<file path="config.mk">
export PLATFORM = sky130hd
export DESIGN_NAME = dbus_stream_port
export DESIGN_NICKNAME = d
export VERILOG_FILES = /design/src/rtl/dbus_stream_port.sv
export SDC_FILE = /design/constraint.sdc
export NUM_CORES = 1
export LEC_CHECK = 0
export BUFFER_PORTS_ARGS = -buffer_cell sky130_fd_sc_hd__buf_2
export CAP_MARGIN = 10
export CORE_AREA = 4 4 331 333
export DETAILED_ROUTE_END_ITERATION = 10
export DIE_AREA = 0 0 335 337
export PLACE_DENSITY = 0.55
export SYNTH_ARGS = -nofsm -noshare
export SYNTH_HDL_FRONTEND = slang
export SYNTH_SLANG_ARGS = --single-unit
</file>
<file path="constraint.sdc">
create_clock -name iCLK -period 7.5 [get_ports iCLK]
set_input_delay 0.75 -clock iCLK [delete_from_list [all_inputs] [get_ports iCLK]]
set_output_delay 0.75 -clock iCLK [all_outputs]
set_load 0.01 [all_outputs]
</file>
<file path="src/rtl/dbus_stream_port.sv">
// Data-bus responder bridging CPU loads/stores to a TX and an RX word stream.
// Each FIFO is a circular buffer; read data is zero unless this block is read.
module dbus_stream_port #(
  parameter logic [31:0] BASE_ADDR = 32'hFF20_0100,
  parameter int unsigned DEPTH     = 16
) (
  input  logic        iCLK,
  input  logic        iRST,
  input  logic        iDwReadEnable,
  input  logic        iDwWriteEnable,
  input  logic [3:0]  iDwByteEnable,
  input  logic [31:0] iDwAddress,
  input  logic [31:0] iDwWriteData,
  output logic [31:0] oDwReadData,
  output logic [31:0] oTxData,
  output logic        oTxValid,
  input  logic        iTxReady,
  input  logic [31:0] iRxData,
  input  logic        iRxValid,
  output logic        oRxReady,
  output logic        oIRQ
);

  localparam int unsigned AW = $clog2(DEPTH);
  localparam int unsigned CW = $clog2(DEPTH) + 1;

  logic [31:0]   tx_mem [DEPTH];
  logic [31:0]   rx_mem [DEPTH];
  logic [AW-1:0] tx_wr_ptr_q, tx_wr_ptr_d, tx_rd_ptr_q, tx_rd_ptr_d;
  logic [AW-1:0] rx_wr_ptr_q, rx_wr_ptr_d, rx_rd_ptr_q, rx_rd_ptr_d;
  logic [CW-1:0] tx_count_q, tx_count_d, rx_count_q, rx_count_d;
  logic          tx_of_q, tx_of_d, rx_uf_q, rx_uf_d, irq_q;
  logic          prev_rd_q, prev_wr_q;
  logic [31:0]   prev_addr_q;

  logic       sel, rd_act, wr_act, ctrl_wr;
  logic [1:0] offset;
  logic       tx_full, tx_empty, rx_full, rx_empty;
  logic       tx_push_req, tx_push, tx_pop, tx_flush, tx_of_set;
  logic       rx_pop_req, rx_push, rx_pop, rx_flush, rx_uf_set, sticky_clr;
  logic [31:0] status;

  // An access acts only in its first cycle: enable newly raised or address moved.
  assign sel    = (iDwAddress[31:4] == BASE_ADDR[31:4]);
  assign offset = iDwAddress[3:2];
  assign wr_act = sel && iDwWriteEnable &&
                  !(prev_wr_q && (iDwAddress == prev_addr_q));
  assign rd_act = sel && iDwReadEnable && !iDwWriteEnable &&
                  !(prev_rd_q && (iDwAddress == prev_addr_q));

  assign ctrl_wr    = wr_act && (offset == 2'd2);
  assign tx_flush   = ctrl_wr && iDwWriteData[0];
  assign rx_flush   = ctrl_wr && iDwWriteData[1];
  assign sticky_clr = ctrl_wr && iDwWriteData[2];

  assign tx_full  = (tx_count_q == CW'(DEPTH));
  assign tx_empty = (tx_count_q == '0);
  assign rx_full  = (rx_count_q == CW'(DEPTH));
  assign rx_empty = (rx_count_q == '0);

  // Streams use valid/ready: a word moves on any rising edge where both are high;
  // valid never depends on ready, and ready only reflects local FIFO space.
  assign oTxValid = !tx_empty;
  assign oTxData  = tx_mem[tx_rd_ptr_q];
  assign oRxReady = iRST && !rx_full;
  assign oIRQ     = irq_q;

  assign tx_pop      = oTxValid && iTxReady;
  assign tx_push_req = wr_act && (offset == 2'd0) && (iDwByteEnable == 4'b1111);
  assign tx_push     = tx_push_req && (!tx_full || iTxReady);
  assign tx_of_set   = tx_push_req && tx_full && !iTxReady;

  assign rx_push    = iRxValid && oRxReady;
  assign rx_pop_req = rd_act && (offset == 2'd0);
  assign rx_pop     = rx_pop_req && !rx_empty;
  assign rx_uf_set  = rx_pop_req && rx_empty;

  assign status = {8'h00, 8'(rx_count_q), 8'(tx_count_q), 2'b00,
                   rx_uf_q, tx_of_q, rx_empty, rx_full, tx_empty, tx_full};

  always_comb begin
    oDwReadData = '0;
    if (sel && iDwReadEnable) begin
      case (offset)
        2'd0:    oDwReadData = rx_empty ? '0 : rx_mem[rx_rd_ptr_q];
        2'd1:    oDwReadData = status;
        default: oDwReadData = '0;
      endcase
    end
  end

  // Flush overrides any concurrent push or pop on the same FIFO.
  always_comb begin
    tx_wr_ptr_d = tx_wr_ptr_q;
    tx_rd_ptr_d = tx_rd_ptr_q;
    tx_count_d  = tx_count_q;
    if (tx_flush) begin
      tx_wr_ptr_d = '0;
      tx_rd_ptr_d = '0;
      tx_count_d  = '0;
    end else begin
      if (tx_push) tx_wr_ptr_d = tx_wr_ptr_q + 1'b1;
      if (tx_pop)  tx_rd_ptr_d = tx_rd_ptr_q + 1'b1;
      if (tx_push && !tx_pop)      tx_count_d = tx_count_q + 1'b1;
      else if (!tx_push && tx_pop) tx_count_d = tx_count_q - 1'b1;
    end
  end

  always_comb begin
    rx_wr_ptr_d = rx_wr_ptr_q;
    rx_rd_ptr_d = rx_rd_ptr_q;
    rx_count_d  = rx_count_q;
    if (rx_flush) begin
      rx_wr_ptr_d = '0;
      rx_rd_ptr_d = '0;
      rx_count_d  = '0;
    end else begin
      if (rx_push) rx_wr_ptr_d = rx_wr_ptr_q + 1'b1;
      if (rx_pop)  rx_rd_ptr_d = rx_rd_ptr_q + 1'b1;
      if (rx_push && !rx_pop)      rx_count_d = rx_count_q + 1'b1;
      else if (!rx_push && rx_pop) rx_count_d = rx_count_q - 1'b1;
    end
  end

  // A new error event in the same cycle as a clear leaves the flag set.
  assign tx_of_d = tx_of_set || (tx_of_q && !sticky_clr);
  assign rx_uf_d = rx_uf_set || (rx_uf_q && !sticky_clr);

  always_ff @(posedge iCLK or negedge iRST) begin
    if (!iRST) begin
      tx_wr_ptr_q <= '0;
      tx_rd_ptr_q <= '0;
      tx_count_q  <= '0;
      rx_wr_ptr_q <= '0;
      rx_rd_ptr_q <= '0;
      rx_count_q  <= '0;
      tx_of_q     <= 1'b0;
      rx_uf_q     <= 1'b0;
      irq_q       <= 1'b0;
      prev_rd_q   <= 1'b0;
      prev_wr_q   <= 1'b0;
      prev_addr_q <= '0;
    end else begin
      tx_wr_ptr_q <= tx_wr_ptr_d;
      tx_rd_ptr_q <= tx_rd_ptr_d;
      tx_count_q  <= tx_count_d;
      rx_wr_ptr_q <= rx_wr_ptr_d;
      rx_rd_ptr_q <= rx_rd_ptr_d;
      rx_count_q  <= rx_count_d;
      tx_of_q     <= tx_of_d;
      rx_uf_q     <= rx_uf_d;
      irq_q       <= !rx_empty;
      prev_rd_q   <= iDwReadEnable;
      prev_wr_q   <= iDwWriteEnable;
      prev_addr_q <= iDwAddress;
    end
  end

  // Storage is not reset; occupancy is tracked entirely by pointers and counts.
  always_ff @(posedge iCLK) begin
    if (tx_push) tx_mem[tx_wr_ptr_q] <= iDwWriteData;
    if (rx_push) rx_mem[rx_wr_ptr_q] <= iRxData;
  end

endmodule

</file>
* After elaboration in Yosys (flattened, before gate mapping)
Memories as Yosys holds them, arrays and structs flattened.
Index checks and enable logic that the tools add are counted.
** Operators by class
- Add/sub/neg operators :: 8
- Eq/ne operators :: 7
- Multiplexer cells :: 21
- Reduce and logical (&&, ||, !) cells :: 53
** Operators by type and width (number)
- two-way mux 32 bit :: 2
- one-hot mux 32 bit (2 select lines) :: 1
- equality test 32 bit :: 1
- two-way mux 4 bit :: 8
- two-way mux 5 bit :: 6
- equality test 28 bit, second input constant :: 1
- logical AND 1 bit :: 28
- adder 4 x 1 -> 4 bit, second input constant :: 4
- zero test 1 bit :: 13
- adder 5 x 1 -> 5 bit, second input constant :: 2
- equality test 5 bit, second input constant :: 2
- zero test 5 bit :: 2
- subtractor 5 x 1 -> 5 bit, second input constant :: 2
- nonzero test 2 bit :: 4
- nonzero test 3 bit :: 2
- equality test 4 bit, second input constant :: 1
- two-way mux 1 bit :: 4
- logical OR 1 bit :: 3
- equality test 2 x 1 -> 1 bit, second input constant :: 1
- equality test 2 bit, second input constant :: 1
- zero test 2 bit :: 1
** Storage, ports and cells
- Register bits after elaboration :: 63
- Bits in writable memories :: 1024
- Bits of input ports :: 106
- Output and inout bits :: 67
- Memories kept :: 2
** Memories
- rx_mem :: words 16, bits a word 32, read ports 1, clocked after Yosys merged registers in 0, write ports 1, line 28 : logic [31:0] rx_mem [DEPTH];
- tx_mem :: words 16, bits a word 32, read ports 1, clocked after Yosys merged registers in 0, write ports 1, line 27 : logic [31:0] tx_mem [DEPTH];

* Longest topological paths before layout
Gate-level depths: netlist (run 1).
- Word-level depth :: 12
- Mapped depth :: 15
- Gate-level depth less buffers :: 13

* Worst setup path after synthesis (run 1)
Ideal clock, no wire load.
- Path type :: input to register
- Start point :: input iDwAddress[18]
- End point :: memory tx_mem[3][0] (enable)
- Arrival time :: 5326 ps
- Required time :: 6998 ps
- Setup slack :: 1671 ps
- Stages :: 6
- Path buffers :: 0
- Path through :: or4_1 nor3_2 nand2_1 a311oi_1 and2_1 nor4bb_1
** Between the ends
- Word-level cells in the longest chain between the ends :: 9
- Elaborated cells on any way between the ends :: 11
- Those cells by class :: 2 x eq/ne; 2 x mux; 7 x reduce/logical
** RTL lines
- start: declaration :: line 12 : input logic [31:0] iDwAddress,
- equality test 32 bit :: line 47 : !(prev_wr_q && (iDwAddress == prev_addr_q));
- logical AND 1 bit :: line 47
- zero test 1 bit :: line 47
- logical AND 1 bit * :: line 46 : assign wr_act = sel && iDwWriteEnable &&
- logical AND 1 bit * (2 in series) :: line 69 : assign tx_push_req = wr_act && (offset == 2'd0) && (iDwByteEnable == 4'b1111);
- logical AND 1 bit * :: line 70 : assign tx_push = tx_push_req && (!tx_full || iTxReady);
- two-way mux 1 bit * :: line 161 : if (tx_push) tx_mem[tx_wr_ptr_q] <= iDwWriteData;
- two-way mux 1 bit (not written as such) * :: line 161
- end: declaration :: line 27
Every way passes the cells marked *; elsewhere a longest branch is shown, timed or not.

* Final worst setup path (run 1)
- Start point :: register rx_rd_ptr_q[1]
- End point :: output oDwReadData[20]
** Between the ends
- Word-level cells in the longest chain between the ends :: 4
** RTL lines
- start: declaration :: line 30 : logic [AW-1:0] rx_wr_ptr_q, rx_wr_ptr_d, rx_rd_ptr_q, rx_rd_ptr_d;
- start signal: assignment :: line 148 : rx_rd_ptr_q <= rx_rd_ptr_d;
- memory read (16 x 32 bit)
- two-way mux 32 bit :: line 85 : 2'd0: oDwReadData = rx_empty ? '0 : rx_mem[rx_rd_ptr_q];
- one-hot mux 32 bit (2 select lines) :: line 84 : case (offset)
- two-way mux 32 bit :: line 83 : if (sel && iDwReadEnable) begin
- end: declaration :: line 14 : output logic [31:0] oDwReadData,
Every way passes these cells.

==> results of run 1 <==
## layout by cell type (no fill, tap or decap), types with 22 or more instances in the layout
cell type and count:
a21oi_1 27, a22oi_1 22, buf_4 37, clkinv_1 23
buf_2 171, dfrtp_1 55, xnor2_1 35, nand2_1 46
edfxtp_1 1024, clkbuf_1 29, clkbuf_16 112, nor2_1 34
mux4_2 293, mux2i_1 46
## worst min-delay path by stage
stage / start / to / slack (ps) / cells after the start
6_report: iRST / prev_addr_q[29] / 180 / 1
5_1_grt: iDwAddress[18] / prev_addr_q[18] / 150 / 1
4_1_cts: iDwAddress[18] / prev_addr_q[18] / 140 / 1
3_5_place_dp: tx_of_q / tx_of_q / 500 / 1
3_3_place_gp: tx_of_q / tx_of_q / 500 / 1
2_1_floorplan: iRST / oIRQ / 450 / 0
## through the flow
stage / cells / setup slack [ps] / power [W] / instance area, um^2 / hold slack (ps)
after global placement: 3400 / 2900 / 0.00743 / 44900 / 499
after CTS: 3593 / 2380 / 0.0127 / 48300 / 139
after detailed placement: 3400 / 2850 / 0.00746 / 44900 / 500
after floorplan: 1884 / 1670 / 0.00720 / 42300 / 454
final: 3607 / 2460 / 0.0125 / 48300 / 178
after global routing: 3597 / 2260 / 0.0130 / 48300 / 153
## layer usage
| layer | routed length [um] | up-vias |
|---|---|---|
| met4 | 2020 | 20 |
| met5 | 134 | - |
| met1 | 40300 | 10600 |
| met3 | 7580 | 147 |
| li1 | - | 8443 |
| met2 | 48800 | 597 |
## final cells by class
cell class	instances	share of cell area [%]
inverter	8	0.0622
timing repair buffer	209	2.39
antenna	14	0.0725
clock inverter	50	0.956
sequential	1087	67.0
tap	1403	3.64
clock buffer	143	6.09
multi-input combinational	693	19.8
## power breakdown
part | switching (W) | total (W) | internal (W)
Clock | 0.00226 | 0.00518 | 0.00293
Combinational | 0.000313 | 0.000468 | 0.000155
Sequential | 0.0000628 | 0.00686 | 0.00680
## cells by family after synthesis
family                   after synthesis  synth area share (%)
XOR/XNOR                              44                 0.930
AO/OA/AOI/OAI                         96                  1.57
flip-flops                          1087                  76.5
multiplexers                         346                  16.9
buffers and inverters                104                  1.02
adder cells (fa/ha/maj)               19                 0.598
AND/OR/NAND/NOR                      188                  2.52
## state kept, by name, summed over array words and instances (netlist names)
name         count
rx_mem         512
tx_rd_ptr_q      4
tx_wr_ptr_q      4
rx_uf_q          1
rx_rd_ptr_q      4
rx_wr_ptr_q      4
prev_addr_q     32
tx_count_q       5
prev_rd_q        1
rx_count_q       5
tx_of_q          1
tx_mem         512
prev_wr_q        1
oIRQ             1
==> impl_metrics.toml, run 1 <==
[setup_path]
path_depth = 6
critical_path.max_fanout = 64
crit_path_start_kind = "flip-flop"
path_cells = "buf_4, mux4_2, mux4_2, a22oi_1, nor2_1, buf_2"
regToRegEndpoint = "tx_count_q[4]"
timing.critical_path.to_type = "output pin"
critPathKind = "flip-flop to output pin"
cpPeakStageDelay_ps = 950
path_common_cell = "mux4_2"
timing.rr.start = "prev_addr_q[18]"
ff2ff_setup_slack_ps = 3870
termination_of_the_worst_setup_path = "oDwReadData[20]"
timing.critical_path.max_delay_family = "buffers and inverters"
cp_data_required_time_ps = 6750
worstSetupStartpoint = "rx_rd_ptr_q[1]"
worstPathArrival_ps = 4290
critical-path-slowest-cell = "dfrtp_4"
critPathBufInv = 2
worst-r2r-cell-count = 13

[clock_network]
numCtsBuffers = 110
count_of_h_tree_levels_built_during_cts = 3
numClockSinks = 1087
cts_hold_repair.buffers = 0
post_cts_resize_count = 0
tritoncts = "done"
max-clock-path-buffers = 3
post_cts_setup_buffers = 0
worstSkewPairLatency_ps = 700
ctsRootBufferMaster = "clkbuf_16"
path_clk_slew_ps = 60

[synthesis]
synth_fp_nets = 2009
number_of_synthesized_flops_with_an_enable_pin = 1024
yosysUniqueCellTypes = 56
synth_top_cells_by_area = "edfxtp_1, mux4_2, dfrtp_1"
ys_seq_area_share_pct = 76.5
synthTopCellsByCount = "edfxtp_1, mux4_2, dfrtp_1"
yosys.cell_count.top_type = "edfxtp_1"
synth_area_leader_cell = "edfxtp_1"
post_synth_inst_count = 1884
synth-seq-cells = 1087
synth_ff_type = "edfxtp_1"
yosys_warnings = 0
avgSynthCellArea_um2 = 22.4
ys_async_sr_fraction_pct = 5.80
mappedNetlistArea_um2 = 42300
synth_top_area_share_pct = 72.8

[grt]
grtUsageMet3_pct = 4.82
top_usage_layer = "met2"
met1_usage_pct = 23.2
grt_first_pass_wirelength_mm = 144
global_route.overflow_total = 0
globalRouteMet2Util_pct = 29.1
grt_max_degree = 91
antenna_found_initial = 33
grt_pass1_vias = 20800
grt.total_usage_pct = 17.6

[sta]
tns_ps = 0
maxSlewViolCount = 0
max_clock_freq_mhz = 198
final.setup_skew_ps = 66.3
period_minus_slack_ps = 5040
final.period_utilization_pct = 67.3
setup_viol_count_final = 0
hold_viol_final = 0
slew-limit-headroom_pct = 16.0
rsz0062_at_grt = "false"
worstMarginPinSlew_ps = 1260

[job]
maxCapViolCount = 0

[route]
avgRoutedWirePerCell_um = 27.4
route.final.wire_length_mm = 98.8
avgViaCountPerCell = 5.49
count_of_vias_placed_by_the_detailed_router = 19800
drt.antenna.violating_nets = 0
total_drc_errors_in_the_routed_layout = 0
detailedRoute.firstIterationViolations = 1548
drt-pass1-iter-count = 5

[floorplanning]
floorplan.initialDensity_pct = 39.6
die-height_um = 337
top_level_ports = 173
die_x_um = 335
design.die.area_um2 = 113000
core_um2 = 107000
core_rows = 120

[place]
io_buffers = 172
routabilityCongestion = 0.762
detailed_place_hpwl_mm = 55.0

[power_and_ir_drop]
power_density_nw_per_um2 = 259
ir_worst_vdd_mv = 0.204
power.leakage_nw = 15.1

[layout]
nets = 2234
final_core_util_pct = 45.3
multi_input_area_um2 = 9570
area_delta_synth_final_pct = 14.3
share_of_final_layout_standard_cells_stronger_than_drive_strength_1_pct = 31.9
num-fill-cells = 8964
layout.area.seq_um2 = 32300

[min_path]
hold_path_class = "input port to async pin"

[run_status]
status = "finished, final reports clean"
Note: power is estimated with default switching activity, not from simulation.
==> run 2: changes to the inputs <==
==> constraint.sdc (replaced) <==
create_clock -name iCLK -period 4.8 [get_ports iCLK]
set_input_delay 0.48 -clock iCLK [delete_from_list [all_inputs] [get_ports iCLK]]
set_output_delay 0.48 -clock iCLK [all_outputs]
set_load 0.01 [all_outputs]
==> impl_metrics.toml, run 2 (same netlist as run 1, synthesis figures left out) <==
[power_and_ir_drop]
ir_worst_vdd_mv = 0.321
power_density_nw_per_um2 = 404
power.leakage_nw = 15.5

[min_path]
hold_path_class = "input port to flip-flop"
whs_path_depth = 1

[floorplanning]
floorplan.initialDensity_pct = 39.6
design.die.area_um2 = 113000
top_level_ports = 173
core_um2 = 107000
die_x_um = 335
core_rows = 120
die-height_um = 337

[setup_path]
worstPathArrival_ps = 3600
critPathKind = "flip-flop to output pin"
critical_path.max_fanout = 51
cp_data_required_time_ps = 4320
critical-path-slowest-cell = "dfrtp_4"
worst-r2r-cell-count = 13
cpPeakStageDelay_ps = 790
path_cells = "buf_12, mux4_2, mux4_2, a22oi_1, nor2_1, buf_2"
timing.critical_path.to_type = "output pin"
crit_path_start_kind = "flip-flop"
path_common_cell = "mux4_2"

[layout]
design_area_um2 = 49200
layout_common_cells = "edfxtp_1, mux4_2, buf_2"
biggestRegsByFlops = "rx_mem x512, tx_mem x512, prev_addr_q x32"
share_of_final_layout_standard_cells_stronger_than_drive_strength_1_pct = 32.6
nets = 2299
layoutNonFillerInstCount = 3678
layout.cells.most_common = "edfxtp_1"
area_delta_synth_final_pct = 16.3

[grt]
global_route.overflow_total = 0
grt_first_pass_wirelength_mm = 145
grt_pass1_vias = 21200
grt_max_degree = 64
grt.total_usage_pct = 17.6
antenna_found_initial = 23

[place]
routabilityCongestion = 0.797
postPlaceCellArea_um2 = 45200
io_buffers = 172
post-place-cells = 3428
detailed_place_hpwl_mm = 58.6

[clock_network]
count_of_h_tree_levels_built_during_cts = 3
ctsRootBufferMaster = "clkbuf_16"
max-clock-path-buffers = 3
post_cts_setup_buffers = 0
post_cts_resize_count = 0
numClockSinks = 1087
numCtsBuffers = 113
tritoncts = "done"
cts_hold_repair.buffers = 34
path_clk_slew_ps = 60
worstSkewPairLatency_ps = 700

[sta]
max_clock_freq_mhz = 245
maxSlewViolCount = 0
rsz0062_at_grt = "false"
setup_viol_count_final = 0
final.period_utilization_pct = 85.0
tns_ps = 0
slew-limit-headroom_pct = 32.9
period_minus_slack_ps = 4080
worstMarginPinSlew_ps = 1010
hold_viol_final = 0
final.setup_skew_ps = 45.7

[route]
avgRoutedWirePerCell_um = 27.0
detailedRoute.firstIterationViolations = 1611
count_of_vias_placed_by_the_detailed_router = 20100
drt.antenna.violating_nets = 0
total_drc_errors_in_the_routed_layout = 0
drt-pass1-iter-count = 5
route.final.wire_length_mm = 99.3
avgViaCountPerCell = 5.47

[run_status]
status = "finished, final reports clean"

[job]
maxCapViolCount = 0
## run 2: cell type report
| class | count | area (um^2) |
|---|---|---|
| fill | 8807 | 57400 |
| sequential | 1087 | 32300 |
| multi-input combinational | 693 | 9570 |
| clock buffer | 142 | 2990 |
| timing repair buffer | 271 | 1880 |
| tap | 1403 | 1760 |
| clock inverter | 64 | 583 |
| inverter | 8 | 30.0 |
| antenna | 10 | 25.0 |
## run 2: worst max-delay path, delay by kind of cell (launching register included)
| family | cells | cell delay [ps] |
|---|---|---|
| buffers and inverters | 2 | 610 |
| and+or+nand+nor | 1 | 120 |
| AOI/OAI and AO/OA | 1 | 170 |
| DFF | 1 | 790 |
| muxes | 2 | 1130 |
## run 2: metal layers
layer | vias up | GRT usage [%] | routed length (um)
li1 | 8566 | - | -
met1 | 10800 | 23.8 | 41800
met2 | 534 | 29.5 | 49400
met3 | 152 | 3.83 | 5990
met4 | 10 | 4.20 | 2050
met5 | - | 0 | 64
## run 2: final timing paths
| kind | slack (ps) | to | startpoint |
|---|---|---|---|
| worst max-delay path | 720 | oDwReadData[18] | rx_rd_ptr_q[0] |
| worst min-delay path | 100 | prev_addr_q[2] | iDwAddress[2] |
| worst max register to register | 1180 | tx_count_q[4] | prev_addr_q[0] |
| worst min register to register | 510 | tx_of_q | tx_of_q |
| max in group asynchronous | 3520 | tx_rd_ptr_q[1] | iRST |
| min in group asynchronous | 630 | prev_wr_q | iRST |
## run 2: per-stage QoR
step	worst slack (ps)	power, W	hold slack, ps	util, %
floorplan	501	0.0113	184	-
global placement	545	0.0116	482	42.4
detailed placement	528	0.0117	486	42.4
CTS	602	0.0201	51.1	46.1
global route	414	0.0206	78.5	46.1
finish	719	0.0199	104	46.1
## run 2: power by group
part,internal [W],switching (W)
logic,0.000267,0.000488
registers,0.0106,0.000111
clock network,0.00483,0.00355
==> run 3: changes to the inputs <==
--- a/config.mk
+++ b/config.mk
@@ -11,6 +11,7 @@
 export DETAILED_ROUTE_END_ITERATION = 10
 export DIE_AREA = 0 0 335 337
 export PLACE_DENSITY = 0.55
+export SLEW_MARGIN = 5
 export SYNTH_ARGS = -nofsm -noshare
 export SYNTH_HDL_FRONTEND = slang
 export SYNTH_SLANG_ARGS = --single-unit
==> constraint.sdc (replaced) <==
create_clock -name iCLK -period 4.8 [get_ports iCLK]
set_input_delay 1.2 -clock iCLK [delete_from_list [all_inputs] [get_ports iCLK]]
set_output_delay 1.2 -clock iCLK [all_outputs]
set_load 0.01 [all_outputs]
==> impl_metrics.toml, run 3 (same netlist as run 1, synthesis figures left out) <==
[power_and_ir_drop]
power_density_nw_per_um2 = 408
ir_worst_vdd_mv = 0.313
power.leakage_nw = 15.6

[clock_network]
tritoncts = "done"
ctsRootBufferMaster = "clkbuf_16"
cts_hold_repair.buffers = 0
worstSkewPairLatency_ps = 700
numCtsBuffers = 110
max-clock-path-buffers = 3
count_of_h_tree_levels_built_during_cts = 3
numClockSinks = 1087
path_clk_slew_ps = 60

[floorplanning]
floorplan.initialDensity_pct = 39.6
design.die.area_um2 = 113000
top_level_ports = 173
core_rows = 120
die_x_um = 335
core_um2 = 107000
die-height_um = 337

[grt]
grt_first_pass_wirelength_mm = 149
global_route.overflow_total = 0
grt_max_degree = 57
grt.total_usage_pct = 18.3
antenna_found_initial = 22
grt_pass1_vias = 21200

[route]
route.final.wire_length_mm = 103
count_of_vias_placed_by_the_detailed_router = 20400
avgRoutedWirePerCell_um = 28.3
drt.antenna.violating_nets = 0
total_drc_errors_in_the_routed_layout = 0
drt-pass1-iter-count = 5
avgViaCountPerCell = 5.58
detailedRoute.firstIterationViolations = 1922

[sta]
post-route-worst-setup-slack_ps = 151
rsz0062_at_grt = "false"
maxSlewViolCount = 0
final.period_utilization_pct = 96.9
final.setup_skew_ps = 57.0
hold_viol_final = 0
slew-limit-headroom_pct = 28.7
max_clock_freq_mhz = 215
setup_viol_count_final = 0
period_minus_slack_ps = 4650
tns_ps = 0
final.hold.worst_slack_ps = 411
worstMarginPinSlew_ps = 1070

[setup_path]
worstPathArrival_ps = 3450
timing.critical_path.to_type = "output pin"
path_cells = "buf_12, buf_4, mux4_2, mux4_2, nor2b_1, buf_2"
crit_path_start_kind = "flip-flop"
cpPeakStageDelay_ps = 720
timing.critical_path.max_delay_family = "multiplexers"
critPathBufInv = 3
critical-path-slowest-cell = "dfrtp_4"
path_common_cell = "mux4_2"
cp_data_required_time_ps = 3600
critical_path.max_fanout = 40
critPathKind = "flip-flop to output pin"

[place]
post-place-cells = 3442
routabilityCongestion = 0.823
io_buffers = 172
detailed_place_hpwl_mm = 57.7
post_place_setup_slack_ps = 203

[layout]
layout_common_cells = "edfxtp_1, mux4_2, buf_2"
layoutNonFillerInstCount = 3652
biggestRegsByFlops = "rx_mem x512, tx_mem x512, prev_addr_q x32"
layout.cells.most_common = "edfxtp_1"
num-fill-cells = 8854
area_delta_synth_final_pct = 16.7
share_of_final_layout_standard_cells_stronger_than_drive_strength_1_pct = 34.0
nets = 2277

[min_path]
hold_path_class = "input port to async pin"

[job]
maxCapViolCount = 0

[run_status]
status = "finished, final reports clean"
-- run 3: changes by cell type in the layout (fill, tap and decap cells not counted) --
cell / before / now
buf_12: 15 / 38
buf_16: 0 / 1
buf_4: 51 / 42
bufinv_16: 8 / 12
clkbuf_1: 26 / 17
clkbuf_16: 115 / 111
clkbuf_8: 1 / 5
clkinv_1: 27 / 21
clkinv_2: 16 / 21
clkinv_8: 0 / 2
clkinvlp_4: 5 / 3
diode_2: 10 / 8
dlygate4sd3_1: 34 / 0
inv_6: 3 / 4
-- run 3: metal layers --
metal / track usage [%] / wire, um
met5: 0 / 131
met4: 4.62 / 2370
met3: 3.73 / 6640
met2: 30.5 / 51100
met1: 24.9 / 43200
-- run 3: what timing repair did --
action | 4_1_cts | 5_1_grt
setup endpoints to repair | 0 | 7
buffers inserted | 0 | 1
resized for setup | 0 | 0
hold endpoints to repair | 0 | 0
-- run 3: where the power goes --
group          internal (W)  total, W  switching, W
registers            0.0106    0.0107      0.000125
logic              0.000260  0.000775      0.000515
clock network       0.00497   0.00860       0.00363
-- run 3: cell type report --
type / count / area, um^2 / area share [%]
Antenna cell: 8 / 20.0 / 0.0406
Timing Repair Buffer: 252 / 1960 / 3.97
Clock buffer: 133 / 2910 / 5.90
Sequential cell: 1087 / 32300 / 65.6
Multi-Input combinational cell: 693 / 9570 / 19.4
Inverter: 8 / 30.0 / 0.0609
Clock inverter: 68 / 732 / 1.48
Tap cell: 1403 / 1760 / 3.56
-- run 3: path summary, 6_finish.rpt --
check,from,endpoint,slack [ps],cells after the start
setup reg to reg,tx_count_q[1],tx_count_q[4],1340,10
max in group asynchronous,iRST,tx_rd_ptr_q[0],3400,2
hold reg to reg,rx_wr_ptr_q[0],rx_wr_ptr_q[0],610,2
min in group iCLK,rx_wr_ptr_q[0],rx_wr_ptr_q[0],610,2
hold / removal,iRST,prev_addr_q[19],410,1
setup / recovery,rx_rd_ptr_q[1],oDwReadData[30],150,6
-- run 3: worst register-to-register path, cell delays in order, from the launching register on --
cell and delay (ps):
dfrtp_1 530, or4_1 630, o21ai_1 540, nand2_1 290
fa_1 480, a21o_1 190, a21o_1 180, nand4_1 80
a311oi_1 50, a21oi_1 160, mux2i_1 210
-- run 3: metrics by stage --
stage	power, W	instance area, um^2	util (%)
5_1_grt	0.0208	49300	46.3
2_1_floorplan	0.0113	42300	-
3_3_place_gp	0.0117	45600	42.8
3_5_place_dp	0.0117	45600	42.8
6_report	0.0201	49300	46.3
4_1_cts	0.0203	49300	46.2
